===== src/rtl/pipe_mem_arbiter.sv =====
// Shares one Avalon-style memory port between instruction fetch and data memory; request to done is 2 cycles minimum.
// Bus request is registered and held while waitrequest is high; requesters see stall until their done pulse.
module pipe_mem_arbiter (
  input  logic        clk,
  input  logic        reset,
  input  logic        if_req,
  input  logic [31:0] if_address,
  output logic [31:0] if_rdata,
  output logic        if_done,
  output logic        if_stall,
  input  logic        dm_req,
  input  logic        dm_we,
  input  logic [31:0] dm_address,
  input  logic [31:0] dm_wdata,
  input  logic [3:0]  dm_byteenable,
  output logic [31:0] dm_rdata,
  output logic        dm_done,
  output logic        dm_stall,
  output logic [31:0] address,
  output logic        read,
  output logic        write,
  output logic [31:0] writedata,
  output logic [3:0]  byteenable,
  input  logic [31:0] readdata,
  input  logic        waitrequest
);

  typedef enum logic [1:0] {IDLE, BUSY_IF, BUSY_DM} state_t;

  state_t state, state_nxt;
  logic   last_dm;
  logic   if_elig, dm_elig;
  logic   grant_if, grant_dm, complete;

  // A requester whose done pulse is showing is about to drop its request, so it is not eligible.
  always_comb begin
    if_elig   = if_req & ~if_done;
    dm_elig   = dm_req & ~dm_done;
    grant_if  = 1'b0;
    grant_dm  = 1'b0;
    complete  = 1'b0;
    state_nxt = state;
    case (state)
      IDLE: begin
        if (if_elig && dm_elig) begin
          grant_if = last_dm;
          grant_dm = ~last_dm;
        end else begin
          grant_if = if_elig;
          grant_dm = dm_elig;
        end
        if (grant_dm)
          state_nxt = BUSY_DM;
        else if (grant_if)
          state_nxt = BUSY_IF;
      end
      BUSY_IF, BUSY_DM: begin
        if (!waitrequest) begin
          complete  = 1'b1;
          state_nxt = IDLE;
        end
      end
      default: state_nxt = IDLE;
    endcase
  end

  always_ff @(posedge clk) begin
    if (reset)
      state <= IDLE;
    else
      state <= state_nxt;
  end

  always_ff @(posedge clk) begin
    if (reset) begin
      address    <= 32'h0;
      read       <= 1'b0;
      write      <= 1'b0;
      writedata  <= 32'h0;
      byteenable <= 4'h0;
      if_rdata   <= 32'h0;
      dm_rdata   <= 32'h0;
      if_done    <= 1'b0;
      dm_done    <= 1'b0;
      last_dm    <= 1'b0;
    end else begin
      if_done <= 1'b0;
      dm_done <= 1'b0;
      if (grant_if) begin
        address    <= if_address & 32'hFFFF_FFFC;
        read       <= 1'b1;
        write      <= 1'b0;
        byteenable <= 4'hF;
      end else if (grant_dm) begin
        address    <= dm_address & 32'hFFFF_FFFC;
        read       <= ~dm_we;
        write      <= dm_we;
        byteenable <= dm_byteenable;
        writedata  <= dm_wdata;
      end else if (complete) begin
        read    <= 1'b0;
        write   <= 1'b0;
        last_dm <= (state == BUSY_DM);
        // Address, write data and byte enables stay put so the idle bus does not toggle.
        if (state == BUSY_IF) begin
          if_done <= 1'b1;
          if (read)
            if_rdata <= readdata;
        end else begin
          dm_done <= 1'b1;
          if (read)
            dm_rdata <= readdata;
        end
      end
    end
  end

  assign if_stall = if_req & ~if_done;
  assign dm_stall = dm_req & ~dm_done;

endmodule

===== config.mk =====
export PLATFORM = sky130hd
export DESIGN_NAME = pipe_mem_arbiter
export DESIGN_NICKNAME = d
export VERILOG_FILES = /design/src/rtl/pipe_mem_arbiter.sv
export SDC_FILE = /design/constraint.sdc
export NUM_CORES = 1
export LEC_CHECK = 0
export CAP_MARGIN = 20
export CORE_AREA = 2 2 108 110
export CTS_CLUSTER_DIAMETER = 100
export CTS_CLUSTER_SIZE = 25
export DETAILED_ROUTE_END_ITERATION = 10
export DIE_AREA = 0 0 110 112
export DONT_BUFFER_PORTS = 1
export HOLD_SLACK_MARGIN = 0.05
export SLEW_MARGIN = 20
export SYNTH_ARGS = -nofsm -noshare
export SYNTH_HDL_FRONTEND = slang
export SYNTH_SLANG_ARGS = --single-unit

===== constraint.sdc =====
create_clock -name clk -period 2.9 [get_ports clk]
set_clock_uncertainty 0.05 [all_clocks]
set_input_delay 0.87 -clock clk [delete_from_list [all_inputs] [get_ports clk]]
set_output_delay 0.87 -clock clk [all_outputs]
set_load 0.03 [all_outputs]

# [Word-level counts from Yosys, hierarchy flattened]
# Index checks and enable logic that the tools add are counted.
[op_classes] eq_ne=4 bitwise=10 mux=22 n_reduce_logical=13
[op_table] cell="two-way mux 32 bit" count=2
[op_table] cell="two-way mux 1 bit" count=14
[op_table] cell="AND reduction 5 bit" count=2
[op_table] cell="two-way mux 4 bit" count=2
[op_table] cell="NOT 1 bit" count=8
[op_table] cell="two-way mux 2 bit" count=3
[op_table] cell="one-hot mux 2 bit (2 select lines)" count=1
[op_table] cell="AND reduction 2 bit" count=2
[op_table] cell="nonzero test 2 bit" count=2
[op_table] cell="OR reduction 2 bit" count=2
[op_table] cell="OR reduction 4 bit" count=1
[op_table] cell="inequality test 3 bit, second input constant" count=1
[op_table] cell="AND reduction 3 bit" count=1
[op_table] cell="nonzero test 3 bit" count=1
[op_table] cell="bitwise AND 1 bit" count=2
[op_table] cell="== test 2 x 1 -> 1 bit, second input constant" count=1
[op_table] cell="== test 2 bit, second input constant" count=1
[op_table] cell="zero test 2 bit" count=1
[op_table] cell="inequality test 2 bit, second input constant" count=1
[op_table] cell="logical AND 1 bit" count=1
[totals] output_inout_bits=138 input_bits=138 ff_bits=137 word_cells=60

# [Longest topological paths before layout]
# Gate-level depths: netlist of run 1.
[logic_depth] word_depth=8 ltp_mapped=8 mapped_depth_nobuf=5

# [Least setup slack after synthesis of run 1]
# Ideal clock, no wire load.
[synth_path] path_kind="input port to flip-flop" from="in dm_req" to="reg dm_rdata[21]" path_slack_ns=0.305 setup_ns=0.072 required_time_ns=2.778 cell_stages=5 t_arrival_ns=2.473 path_buffers=1 path_cell_list="nor2b_1 -> o21ai_0 -> nand4b_1 -> buf_2 -> mux2i_1"
[synth_between] elab_chain_cells=7 elab_cells_between_ends=11 classes_between="mux (6); bitwise (3); reduce/logical (2)"
[synth_lines] element="start: declaration" line="11" text="input logic dm_req,"
[synth_lines] element="bitwise AND 1 bit *" line="38" text="dm_elig = dm_req & ~dm_done;"
[synth_lines] element="logical AND 1 bit" line="45" text="if (if_elig && dm_elig) begin"
[synth_lines] element="two-way mux 1 bit" line="45"
[synth_lines] element="two-way mux 1 bit (2 in a row)" line="43" text="case (state)"
[synth_lines] element="NOT 1 bit (no source line)"
[synth_lines] element="AND reduction 5 bit (no source line) *"
[synth_lines] element="end signal: assignment" line="112" text="dm_rdata <= readdata;"
[synth_lines] element="end: declaration" line="16" text="output logic [31:0] dm_rdata,"
# Mark *: on every way between the ends. The rest lies on a longest branch, timed or not. The select of a mux whose other input is x is not followed.
# A chain may end at the register's enable or synchronous reset.

# [Worst setup path in the final report of run 1]
[layout_path] from="reg dm_done" to="out dm_stall"
[layout_between] elab_chain_cells=2
[layout_lines] element="start: declaration" line="17" text="output logic dm_done,"
[layout_lines] element="start signal: assignment" line="84" text="dm_done <= 1'b0;"
[layout_lines] element="start signal: assignment" line="88" text="dm_done <= 1'b0;"
[layout_lines] element="start signal: assignment" line="110" text="dm_done <= 1'b1;"
[layout_lines] element="NOT 1 bit" line="119" text="assign dm_stall = dm_req & ~dm_done;"
[layout_lines] element="bitwise AND 1 bit" line="119"
[layout_lines] element="end: declaration" line="18" text="output logic dm_stall,"
# Every way passes these cells.

==> flow_summary.json, run 1 <==
{
  "synth_area_leaders": "dfxtp_1 50%, mux2i_1 12%, nand2b_1 11%, a221o_1 5.3%, nand2_1 5.0%",
  "clockRootBuffer": "clkbuf_16",
  "arrival_ns": 1.33,
  "drc": 0,
  "num_rows": 39,
  "synth.distinct_cells": 33,
  "pwr-share-comb_pct": 7.0,
  "rr_endpoint": "address[27]",
  "period_share_pct": 77.75,
  "min_from": "last_dm",
  "tns_ns": 0,
  "dpl.hpwl_mm": 8.643,
  "cts_buffers": 17,
  "fin_crit_ns": 2.255,
  "synth_commonest_cells": "137 x dfxtp_1, 97 x nand2b_1, 72 x nand2_1",
  "clock_path_buffers": 2,
  "max_stage_delay_ns": 0.58,
  "num_vias": 3765,
  "die_w_um": 110,
  "p_clk_share_pct": 45.9,
  "p_sw_w": 0.001270,
  "worstSetupEndpointType": "output port",
  "gp_congestion": 0.7750,
  "cts.reportedPaths.clkPinSlew_ns": 0.06,
  "drt_iter0_markers": 212,
  "synth-edff-count": 0,
  "critPathLaunchType": "flip-flop",
  "post_drt_wl_per_cell_um": 17.83,
  "power.density_nw_per_um2": 795.2,
  "relSlewSlack_pct": 47.94,
  "netlist_instances": 552,
  "seq_power_share_pct": 47.1,
  "postCtsSetupBuffers": 0,
  "clkLatencyLatePin_ns": 0.41,
  "hp-class": "reg2reg",
  "outcome": "complete, no violations",
  "viasPerCell": 5.417,
  "core_um2": 11170,
  "p_total_w": 0.004873,
  "rr_startpoint": "dm_done",
  "place_inst": 663,
  "grt_usage_pct": 19.85,
  "start_util_pct": 48.70,
  "r2r_slack_ns": 0.77,
  "synthFlopType": "dfxtp_1",
  "die-height_um": 112,
  "crit_slowest_cell": "dfxtp_1",
  "syn_to_final_growth_pct": 12.62,
  "hold_viol_final": 0,
  "synth_area_per_cell_um2": 9.858,
  "yosys_warnings": 0,
  "cts_tree": "yes",
  "routed_wl_mm": 12.39,
  "synth_top_area_share_pct": 50.40,
  "ys_async_sr_fraction_pct": 0,
  "synth_area_leader_cell": "dfxtp_1",
  "critical_path_class": "reg2out",
  "crit_path_cell_trace": "nor2b_1, buf_4",
  "postCtsHoldBufs": 0,
  "drtPass1Iterations": 4,
  "grt_pass1_wl_mm": 18.73,
  "ys_ff_latch": 137,
  "antenna_left": 0,
  "yosysMostFrequentCell": "dfxtp_1",
  "tightestPinTransition_ns": 0.7804,
  "intPower_w": 0.003603,
  "hold_depth": 2,
  "critPathTopFamily": "flip-flops",
  "cts-resized-gates": 0,
  "htree_levels": 4,
  "clkSinkCount": 137,
  "grt_max_degree": 143,
  "drive_gt1_share_pct": 8.514,
  "vdd.ir_drop.worst_v": 0.0005081,
  "fin_nets": 680,
  "p_leak_nw": 2.454,
  "netlist_area_um2": 5441,
  "drv_cap": 0,
  "dieArea_um2": 12320,
  "fmax_ghz": 0.4435,
  "hold_end": "last_dm",
  "grt_antenna_before_repair": 0,
  "setup_violations": 0,
  "path_buf_inv": 1,
  "overflow": 0,
  "reg2reg_depth": 4,
  "yosysSeqAreaShare_pct": 50.40,
  "grt_pass1_vias": 3725,
  "finalMaxSlewViolations": 0,
  "critPathRequiredTime_ns": 1.98,
  "port-buffer-count": 0,
  "antenna_cells": 0,
  "final_core_util_pct": 54.84,
  "ios": 276,
  "cp_max_fo": 4,
  "netSwitchingFraction_pct": 26.06,
  "rsz0062_at_grt": "no",
  "stdcell_count": 695
}
==> how the worst max path moves through the flow <==
stage | endpoint | startpoint | slack, ns | depth (start not counted)
after global routing | dm_stall | dm_done | 0.53 | 2
after floorplan | dm_rdata[21] | dm_req | 0.31 | 5
after CTS | dm_stall | dm_done | 0.61 | 2
after detailed placement | address[22] | dm_req | 0.37 | 4
final | dm_stall | dm_done | 0.65 | 2
after global placement | address[22] | dm_req | 0.44 | 4
==> logic make-up after synthesis <==
family / count (synthesis) / synth area share, %
buffers and inverters: 46 / 4.231
muxes: 65 / 11.96
AOI/OAI and AO/OA: 75 / 9.933
adders and majority gates: 3 / 0.6899
and+or+nand+nor: 225 / 22.72
other: 1 / 0.06892
DFF: 137 / 50.40
==> state kept, by name, summed over array words and instances, names as in the netlist <==
| register | cells |
|---|---|
| address | 30 |
| dm_done | 1 |
| byteenable | 4 |
| if_rdata | 32 |
| read | 1 |
| dm_rdata | 32 |
| writedata | 32 |
| last_dm | 1 |
| if_done | 1 |
| state | 2 |
| write | 1 |
==> final cells by class <==
type / count / area [um^2]
clock inverter: 13 / 176.4
inverter: 3 / 11.26
multi-input combinational: 370 / 2489
fill: 990 / 5046
sequential: 137 / 2743
tap: 143 / 178.9
clock buffer: 19 / 442.9
timing repair buffer: 10 / 87.58
==> through the flow <==
step	setup WS, ns	cell area [um^2]	hold slack (ns)
6_report	0.6451	6128	0.4482
5_1_grt	0.5284	6128	0.4648
4_1_cts	0.6104	6123	0.4509
3_5_place_dp	0.3691	5504	0.4402
3_3_place_gp	0.4414	5504	0.4273
2_1_floorplan	0.3050	5445	0.4125
==> worst min-delay path: cells and delay by family, from the launching register on <==
kind | cells | cell delay (ns)
DFF | 1 | 0.32
AOI/OAI and AO/OA | 2 | 0.14
==> power by group through the flow <==
stage	Sequential (W)	Clock (W)	Combinational, W
after global placement	0.00234	0	0.000331
after CTS	0.00230	0.00227	0.000345
after global routing	0.00231	0.00236	0.000387
after floorplan	0.00230	0	0.000309
after detailed placement	0.00233	0	0.000346
final	0.00229	0.00224	0.000342
==> metal layers <==
metal / vias to the layer above / global-route usage, % / wire [um]
li1: 1837 / - / -
met1: 1734 / 20.90 / 4663
met2: 175 / 33.37 / 6167
met3: 19 / 9.309 / 1282
met4: 0 / 8.692 / 280
met5: - / 0 / 0
==> cells in the final DEF (no fill, tap or decap), types with 2 or more instances in the layout <==
cell type and instances:
dfxtp_1 137, mux2i_1 65, a21oi_1 35, a221o_1 29, clkinv_2 6, nor2b_1 2
conb_1 2, and2_0 29, o21a_1 2, nand3_1 7, bufinv_16 4, clkinv_4 3
ha_1 3, inv_1 3, clkbuf_16 17, o21ai_0 2, nand2b_1 97, buf_4 9
nand2_1 72, nor2_1 5, and3_1 2, o22ai_1 4
(Power assumes the default switching activity.)
==> run 2, diff against run 1 <==
==> constraint.sdc (replaced) <==
create_clock -name clk -period 2.2 [get_ports clk]
set_clock_uncertainty 0.05 [all_clocks]
set_input_delay 0.66 -clock clk [delete_from_list [all_inputs] [get_ports clk]]
set_output_delay 0.66 -clock clk [all_outputs]
set_load 0.03 [all_outputs]
==> run 2 against run 1 <==
Setup slack worse by 0.35 ns. Final area is 0.80% higher. Combinational power is 42% higher. Die area stayed put. Register-to-register slack worse by 0.47 ns. Sequential cell count stayed put. First-iteration DRC count is 17% higher. Count of clock-buffer cells in the layout is 6 higher. Critical endpoint is now if_rdata[4]. Largest cell class unchanged.
==> flow_summary.json, run 2 (synthesis gave the netlist of run 1 again) <==
{
  "outcome": "complete, no violations",
  "grt_antenna_before_repair": 0,
  "critPathTopFamily": "simple AND/OR/NAND/NOR gates",
  "tightestPinTransition_ns": 0.6702,
  "crit_slowest_cell": "or3_4",
  "routed_wl_mm": 12.37,
  "dpl.hpwl_mm": 8.475,
  "period_share_pct": 86.51,
  "hold_viol_final": 0,
  "vdd.ir_drop.worst_v": 0.0006070,
  "postCtsHoldBufs": 0,
  "place_ws_ns": -0.1257,
  "p_leak_nw": 2.462,
  "power.density_nw_per_um2": 1016,
  "final_common_cell": "dfxtp_1",
  "multi_input_area_um2": 2491,
  "layout_common_cells": "137 x dfxtp_1, 97 x nand2b_1, 72 x nand2_1, 65 x mux2i_1, 35 x a21oi_1",
  "intPower_w": 0.004637,
  "antenna_left": 0,
  "min_from": "reset",
  "path_buf_inv": 1,
  "drc": 0,
  "fmax_ghz": 0.5255,
  "clkSinkCount": 137,
  "ios": 276,
  "critPathRequiredTime_ns": 2.43,
  "die-height_um": 112,
  "syn_to_final_growth_pct": 13.52,
  "gp_congestion": 0.7510,
  "core_um2": 11170,
  "fin_ws_ns": 0.2969,
  "pwr-share-comb_pct": 7.7,
  "fillers": 982,
  "overflow": 0,
  "relSlewSlack_pct": 55.22,
  "clock_path_buffers": 2,
  "cts.reportedPaths.clkPinSlew_ns": 0.05,
  "fin_nets": 684,
  "postCtsSetupBuffers": 0,
  "drt_iter0_markers": 247,
  "cp_max_fo": 17,
  "drtPass1Iterations": 4,
  "rr_startpoint": "state[1]",
  "hold_ws_ns": 0.3077,
  "post_drt_wl_per_cell_um": 17.70,
  "viasPerCell": 5.412,
  "crit_path_cell_trace": "inv_1, ha_1, nand2b_1, or3_4, mux2i_1",
  "num_rows": 39,
  "hp-class": "in2reg",
  "max_stage_delay_ns": 0.59,
  "drv_cap": 0,
  "grt_pass1_vias": 3791,
  "regArea_um2": 2743,
  "seq_power_share_pct": 48.0,
  "rsz0062_at_grt": "no",
  "num_vias": 3783,
  "fin_crit_ns": 1.903,
  "arrival_ns": 2.13,
  "startpoint": "state[1]",
  "port-buffer-count": 0,
  "grt_usage_pct": 19.87,
  "critical_path_class": "reg2reg",
  "drive_gt1_share_pct": 8.813,
  "clockRootBuffer": "clkbuf_16",
  "cts-resized-gates": 0,
  "antenna_cells": 0,
  "grt_max_degree": 143,
  "setup_violations": 0,
  "cts_tree": "yes",
  "cts_buffers": 17,
  "grt_pass1_wl_mm": 18.82,
  "htree_levels": 4,
  "top_regs": "dm_rdata (32), if_rdata (32), writedata (32)",
  "start_util_pct": 48.70,
  "place_inst": 667,
  "die_w_um": 110,
  "p_sw_w": 0.001640,
  "clkLatencyLatePin_ns": 0.41,
  "p_clk_share_pct": 44.2,
  "finalMaxSlewViolations": 0,
  "dieArea_um2": 12320,
  "worstSetupEndpointType": "flip-flop",
  "critPathLaunchType": "flip-flop",
  "netSwitchingFraction_pct": 26.13,
  "stdcell_count": 699
}
## run 2: cell count changes in the layout (fill, tap and decap cells not counted)
cell,delta
clkinv_4,-3
nor2b_1,-1
buf_12,+4
clkinvlp_4,+2
nor2b_2,+1
clkbuf_8,+3
clkinv_2,-3
clkbuf_1,+3
bufinv_16,-2
## run 2: final timing paths
check                 to  slack (ns)  depth (start not counted)
min             state[1]        0.31                          1
max          if_rdata[4]        0.30                          5
max reg2reg  if_rdata[4]        0.30                          5
min reg2reg     state[1]        0.45                          2
## run 2: layer usage
| metal | track usage (%) | vias up | routed length (um) |
|---|---|---|---|
| met5 | 0 | - | 0 |
| met4 | 9.705 | 0 | 334 |
| met3 | 9.485 | 26 | 1303 |
| met2 | 32.39 | 178 | 6086 |
| met1 | 21.29 | 1734 | 4645 |
| li1 | - | 1845 | - |
## run 2: final cells by class
cell class | count | area share (%)
well taps | 143 | 2.897
multi-input cells | 370 | 40.33
clock buffers | 25 | 8.021
inverters | 3 | 0.1823
flip-flops and latches | 137 | 44.40
clock inverters | 7 | 1.458
repair buffers | 14 | 2.714
## run 2: power groups by stage
stage	Sequential [W]	Clock, W	Combinational, W
6_report	0.00302	0.00278	0.000485
5_1_grt	0.00303	0.00296	0.000541
4_1_cts	0.00302	0.00283	0.000490
3_5_place_dp	0.00307	0	0.000492
3_3_place_gp	0.00307	0	0.000472
2_1_floorplan	0.00304	0	0.000408
## run 2: metrics by stage
stage / TNS [ns] / cell area (um^2) / total power [W] / utilization, %
after floorplan: 0 / 5448 / 0.003445 / -
after global placement: -1.548 / 5587 / 0.003541 / 49.99
after detailed placement: -3.193 / 5587 / 0.003559 / 49.99
after CTS: 0 / 6172 / 0.006341 / 55.23
after global routing: 0 / 6177 / 0.006530 / 55.28
final: 0 / 6177 / 0.006278 / 55.28
## run 2: worst register-to-register path: cells and delay by family (launching register included)
kind / cells / cell delay (ns)
simple gates: 2 / 0.81
flops: 1 / 0.36
fa+ha+maj: 1 / 0.30
mux: 1 / 0.18
buf+inv: 1 / 0.08
==> run 3, diff against run 2 <==
--- a/config.mk
+++ b/config.mk
@@ -6,13 +6,14 @@
 export NUM_CORES = 1
 export LEC_CHECK = 0
 export CAP_MARGIN = 20
-export CORE_AREA = 2 2 108 110
+export CORE_AREA = 2 2 120 122
 export CTS_CLUSTER_DIAMETER = 100
 export CTS_CLUSTER_SIZE = 25
 export DETAILED_ROUTE_END_ITERATION = 10
-export DIE_AREA = 0 0 110 112
-export DONT_BUFFER_PORTS = 1
+export DIE_AREA = 0 0 122 124
 export HOLD_SLACK_MARGIN = 0.05
+export PLACE_DENSITY = 0.79
+export SKIP_LAST_GASP = 1
 export SLEW_MARGIN = 20
 export SYNTH_ARGS = -nofsm -noshare
 export SYNTH_HDL_FRONTEND = slang
==> run 3 against run 2 <==
Final area up 49%. Register-to-register slack about the same. Final cell count rose by 45%. Power grew 18%. Via count is 29% higher. First-iteration DRC count decreased by 17%. Highest routed layer unchanged.
==> flow_summary.json, run 3 (synthesis gave the netlist of run 1 again) <==
{
  "antenna_cells": 0,
  "worstSetupEndpointType": "output port",
  "cts.reportedPaths.clkPinSlew_ns": 0.06,
  "final_common_cell": "clkdlybuf4s50_1",
  "core_um2": 13720,
  "cts_tree": "yes",
  "port-buffer-count": 269,
  "die-height_um": 124,
  "top_regs": "dm_rdata (32), if_rdata (32), writedata (32)",
  "die_w_um": 122,
  "grt_pass1_vias": 4980,
  "tightestPinTransition_ns": 0.5503,
  "drtPass1Iterations": 6,
  "period_share_pct": 99.55,
  "rsz0062_at_grt": "yes",
  "overflow": 0,
  "hold_depth": 2,
  "fin_crit_ns": 2.190,
  "fin_area_um2": 9203,
  "critPathRequiredTime_ns": 1.49,
  "hp-class": "reg2reg",
  "finalMaxSlewViolations": 0,
  "critical_path_class": "in2out",
  "viasPerCell": 4.797,
  "critPathLaunchType": "primary input",
  "rr_startpoint": "state[1]",
  "hold_ws_ns": 0.4000,
  "relSlewSlack_pct": 63.32,
  "power.density_nw_per_um2": 804.7,
  "htree_levels": 4,
  "cts_buffers": 17,
  "layout_common_cells": "250 x clkdlybuf4s50_1, 137 x dfxtp_1, 97 x nand2b_1, 72 x nand2_1, 65 x mux2i_1",
  "syn_to_final_growth_pct": 69.12,
  "place_area_um2": 8473,
  "hold_viol_final": 0,
  "setup_violations": 0,
  "fin_nets": 964,
  "antenna_left": 0,
  "clockRootBuffer": "clkbuf_16",
  "endpoint": "dm_stall",
  "grt_max_degree": 84,
  "drt_iter0_markers": 206,
  "postCtsHoldBufs": 0,
  "drv_cap": 0,
  "outcome": "complete, no violations",
  "grt_antenna_before_repair": 0,
  "grt_pass1_wl_mm": 24.21,
  "arrival_ns": 1.48,
  "ios": 276,
  "dpl.hpwl_mm": 11.25,
  "clkSinkCount": 137,
  "gp_congestion": 0.8087,
  "startpoint": "dm_req",
  "num_vias": 4874,
  "grt_usage_pct": 20.46,
  "min_from": "writedata[20]",
  "post_drt_wl_per_cell_um": 15.26,
  "vdd.ir_drop.worst_v": 0.0004941,
  "num_rows": 43,
  "rr_endpoint": "dm_rdata[8]",
  "clkLatencyLatePin_ns": 0.40,
  "clock_path_buffers": 2,
  "cp_max_fo": 3,
  "r2r_slack_ns": 0.31,
  "fmax_ghz": 0.4566,
  "drc": 0,
  "start_util_pct": 39.66,
  "drive_gt1_share_pct": 8.134,
  "p_leak_nw": 3.791,
  "routed_wl_mm": 15.50,
  "reg2reg_depth": 6,
  "dieArea_um2": 15130
}
run 3: changes by cell type in the layout (fill, tap and decap cells not counted), moves of 2 or more:
cell and change:
buf_4 +7, clkdlybuf4s50_1 +250, clkbuf_1 -4, dlygate4sd2_1 +6
bufinv_16 +4, dlymetal6s2s_1 +10, clkinv_4 +2, buf_12 +6
run 3: routing by layer:
layer  vias up  part of all wire (%)  GRT usage [%]
met3        22                   7.1          6.731
met4         0                   1.8          8.261
li1       2410                     -              -
met5         -                     0              0
met2       177                    51          36.24
met1      2265                    40          22.63
run 3: worst min path at each step:
stage	endpoint
3_3_place_gp	writedata[25]
5_1_grt	writedata[0]
4_1_cts	writedata[0]
3_5_place_dp	writedata[0]
2_1_floorplan	last_dm
6_report	writedata[20]
run 3: cell type report:
cell class / instances / area, um^2
inverters: 3 / 11.26
flip-flops and latches: 137 / 2743
fillers: 1044 / 4517
clock buffers: 21 / 480.5
multi-input cells: 370 / 2496
well taps: 180 / 225.2
repair buffers: 294 / 3032
clock inverters: 11 / 215.2
run 3: critical path, cell delays in order:
cell	delay, ns
clkdlybuf4s50_1	0.47
nor2b_4	0.20
buf_12	0.14
run 3: power by group:
part / internal (W) / switching (W)
registers: 0.00263 / 0.0000828
logic: 0.000701 / 0.000695
clock network: 0.00225 / 0.00105
total: 0.00558 / 0.00183
run 3: metrics by stage:
| stage | std cells | util [%] | total power, W | TNS, ns | setup slack (ns) |
|---|---|---|---|---|---|
| after global placement | 983 | 61.76 | 0.004140 | -19.76 | -0.2549 |
| final | 1016 | 67.08 | 0.007406 | 0 | 0.009865 |
| after global routing | 1016 | 67.08 | 0.007707 | -0.01669 | -0.01669 |
| after floorplan | 553 | - | 0.003445 | 0 | 0.01865 |
| after CTS | 1017 | 66.95 | 0.007492 | -0.06134 | -0.06134 |
| after detailed placement | 983 | 61.76 | 0.004171 | -21.60 | -0.2930 |
run 3: repair_timing:
| item | 4_1_cts | 5_1_grt |
|---|---|---|
| endpoints found under the setup margin | 7 | 11 |
| gates resized for setup | 8 | 10 |
| buffers inserted | 2 | 0 |
==> RTL change: new RTL, flow settings as in run 3 <==
Encoding of `state_t`: now one-hot (3 bits for 3 states).
--- a/src/rtl/pipe_mem_arbiter.sv
+++ b/src/rtl/pipe_mem_arbiter.sv
@@ -26,5 +26,5 @@
 );
 
-  typedef enum logic [1:0] {IDLE, BUSY_IF, BUSY_DM} state_t;
+  typedef enum logic [2:0] {IDLE = 3'b001, BUSY_IF = 3'b010, BUSY_DM = 3'b100} state_t;
 
   state_t state, state_nxt;
Behaviour: no difference found for any inputs over 4 cycles, from zero or initial values and one cycle with reset high; so few cycles prove little.
==> RTL change against run 3 <==
- sequential share of layout area is 1.7 points higher
- routed wire length is 4.9% higher
- cell count up 9.1%
- utilization is 3.2 points lower
- critical endpoint is now address[5]
- sequential cell count rose by 1
- via count increased by 7.4%
- synthesized area shrank 6.5%
- power is 1.8% lower
- largest power group unchanged
- clock power fell by 9.1%
- cell area decreased by 4.7%
- synthesized cell count increased by 18%
- setup slack improved by 0.031 ns
==> RTL change: results (changes against run 3) <==
{
  "filler_cell_count": {"value": 1194, "change": "was 1,044"},
  "synthTopCellsByCount": {"value": "196 x sky130_fd_sc_hd__nand2_1, 138 x sky130_fd_sc_hd__dfxtp_1, 103 x sky130_fd_sc_hd__nor2_1", "change": "was 137 x sky130_fd_sc_hd__dfxtp_1, 97 x sky130_fd_sc_hd__nand2b_1, 72 x sky130_fd_sc_hd__nand2_1"},
  "track_usage": {"value": 0.2154, "change": "was 0.2046"},
  "routed_via_density": {"value": 4.723, "change": "was 4.797"},
  "synth.avg_cell_area": {"value": 7.825, "unit": "um^2", "change": "was 9.858 um^2"},
  "vdd_ir_drop_max": {"value": 0.4925, "unit": "mV", "change": "was 0.4941 mV"},
  "library_cell_used_as_clock_root_buffer": {"value": "sky130_fd_sc_hd__clkbuf_16", "change": "unchanged"},
  "place_congestion": {"value": 0.7890, "change": "was 0.8087"},
  "detailedRoute.firstIterationViolations": {"value": 217, "change": "was 206"},
  "grt_pass1_vias": {"value": 4988, "change": "was 4,980"},
  "detailed_place_hpwl": {"value": 11090, "unit": "um", "change": "was 11,250 um"},
  "synth-seq-area-share": {"value": 0.5432, "change": "was 0.5040"},
  "dr_total_vias": {"value": 5233, "change": "was 4,874"},
  "run_status": {"value": "finished clean", "change": "unchanged"},
  "synth_cell_types": {"value": 31, "change": "was 33"},
  "power.leakage": {"value": 0.003547, "unit": "uW", "change": "was 0.003791 uW"},
  "detail_route.wl_per_cell": {"value": 14.68, "unit": "um", "change": "was 15.26 um"},
  "cp-startpoint": {"value": "address[5]", "change": "was dm_req"},
  "critPathArrivalTime": {"value": 1.45, "unit": "ns", "change": "was 1.48 ns"},
  "worst_path_largest_cell_delay": {"value": 0.72, "unit": "ns", "change": "was 0.47 ns"},
  "yosysWarnings": {"value": 0, "change": "unchanged"},
  "placed_area": {"value": 8095, "unit": "um^2", "change": "was 8473 um^2"},
  "regToRegSetupSlack": {"value": 0.36, "unit": "ns", "change": "was 0.31 ns"},
  "worstReg2RegEnd": {"value": "address[26]", "change": "was dm_rdata[8]"},
  "nets": {"value": 1053, "change": "was 964"},
  "layout-drive-gt1-share": {"value": 0.07004, "change": "was 0.08134"},
  "drt-pass1-iter-count": {"value": 4, "change": "was 6"},
  "worst_skew_pair.late_latency_ns": 0.41,
  "rr_worst_depth": {"value": 5, "change": "was 6"},
  "synth_top_cells_by_area": {"value": "sky130_fd_sc_hd__dfxtp_1 54%, sky130_fd_sc_hd__nand2_1 14%, sky130_fd_sc_hd__a21oi_1 9.9%, sky130_fd_sc_hd__nor2_1 7.6%, sky130_fd_sc_hd__nor4_1 3.2%", "change": "was sky130_fd_sc_hd__dfxtp_1 50%, sky130_fd_sc_hd__mux2i_1 12%, sky130_fd_sc_hd__nand2b_1 11%, sky130_fd_sc_hd__a221o_1 5.3%, sky130_fd_sc_hd__nand2_1 5.0%"},
  "critPathMaxFanout": {"value": 2, "change": "was 3"},
  "relSlewSlack": {"value": 0.6128, "change": "was 0.6332"}
}
## RTL change: cell count changes after synthesis, sizes merged, moves of 5 or more
cell and delta:
nor2 +96, and2 -29, nor3 +5, nor4 +29, a21oi +67, mux2i -65, nand2b -94, a221o -29
nand2 +124
## RTL change: cell type report
class	count	area (um^2)	share of cell area
Sequential cell	138	2763	0.3151
Clock buffer	24	481.7	0.05495
Inverter	3	11.26	0.001284
Multi-Input combinational cell	462	2076	0.2368
Clock inverter	8	140.1	0.01598
Tap cell	180	225.2	0.02569
Timing Repair Buffer	293	3070	0.3502
## RTL change: how the worst min path moves through the flow
stage / startpoint / end / cells past startpoint
6_report: dm_rdata[15] / dm_rdata[15] / 2
5_1_grt: writedata[11] / writedata[11] / 2
4_1_cts: dm_rdata[28] / dm_rdata[28] / 2
3_5_place_dp: writedata[11] / writedata[11] / 2
3_3_place_gp: writedata[5] / writedata[5] / 2
2_1_floorplan: state[2] / state[2] / 3
## RTL change: cells by family (layout without fill, tap and decap cells)
kind of cell,Yosys count,count (layout),synth area share
XOR/XNOR,1,1,0.001722
other,1,2,0.0007373
flip-flops,138,138,0.5432
AO/OA/AOI/OAI,110,110,0.1166
buffers and inverters,51,328,0.05117
AND/OR/NAND/NOR,349,349,0.2866
## RTL change: stage by stage
step	worst slack [ns]	hold WS (ns)	power [uW]	setup TNS, ns
floorplan	0.2055	0.5132	3581	0
global placement	-0.08175	0.3908	4311	-3.339
detailed placement	-0.1837	0.3958	4334	-5.426
CTS	0.004520	0.4033	7352	0
global route	0.001326	0.4176	7582	0
finish	0.04084	0.3998	7271	0
## RTL change: repair_timing
item / CTS / global route
endpoints found under the setup margin: 6 / 18
resized for setup: 7 / 18
hold buffers: 0 / 0
setup buffers: 1 / 0
cloned: 0 / 0
## RTL change: power by group
part           switching, uW  internal, uW
registers               90.7          2670
logic                    808           706
clock network           1020          1980
## RTL change: per-layer routing
metal	global-route usage	up-vias	part of all wire
li1	-	2642	-
met1	0.2491	2359	0.39
met2	0.3464	190	0.49
met3	0.07555	42	0.083
met4	0.1250	0	0.036
met5	0	-	0
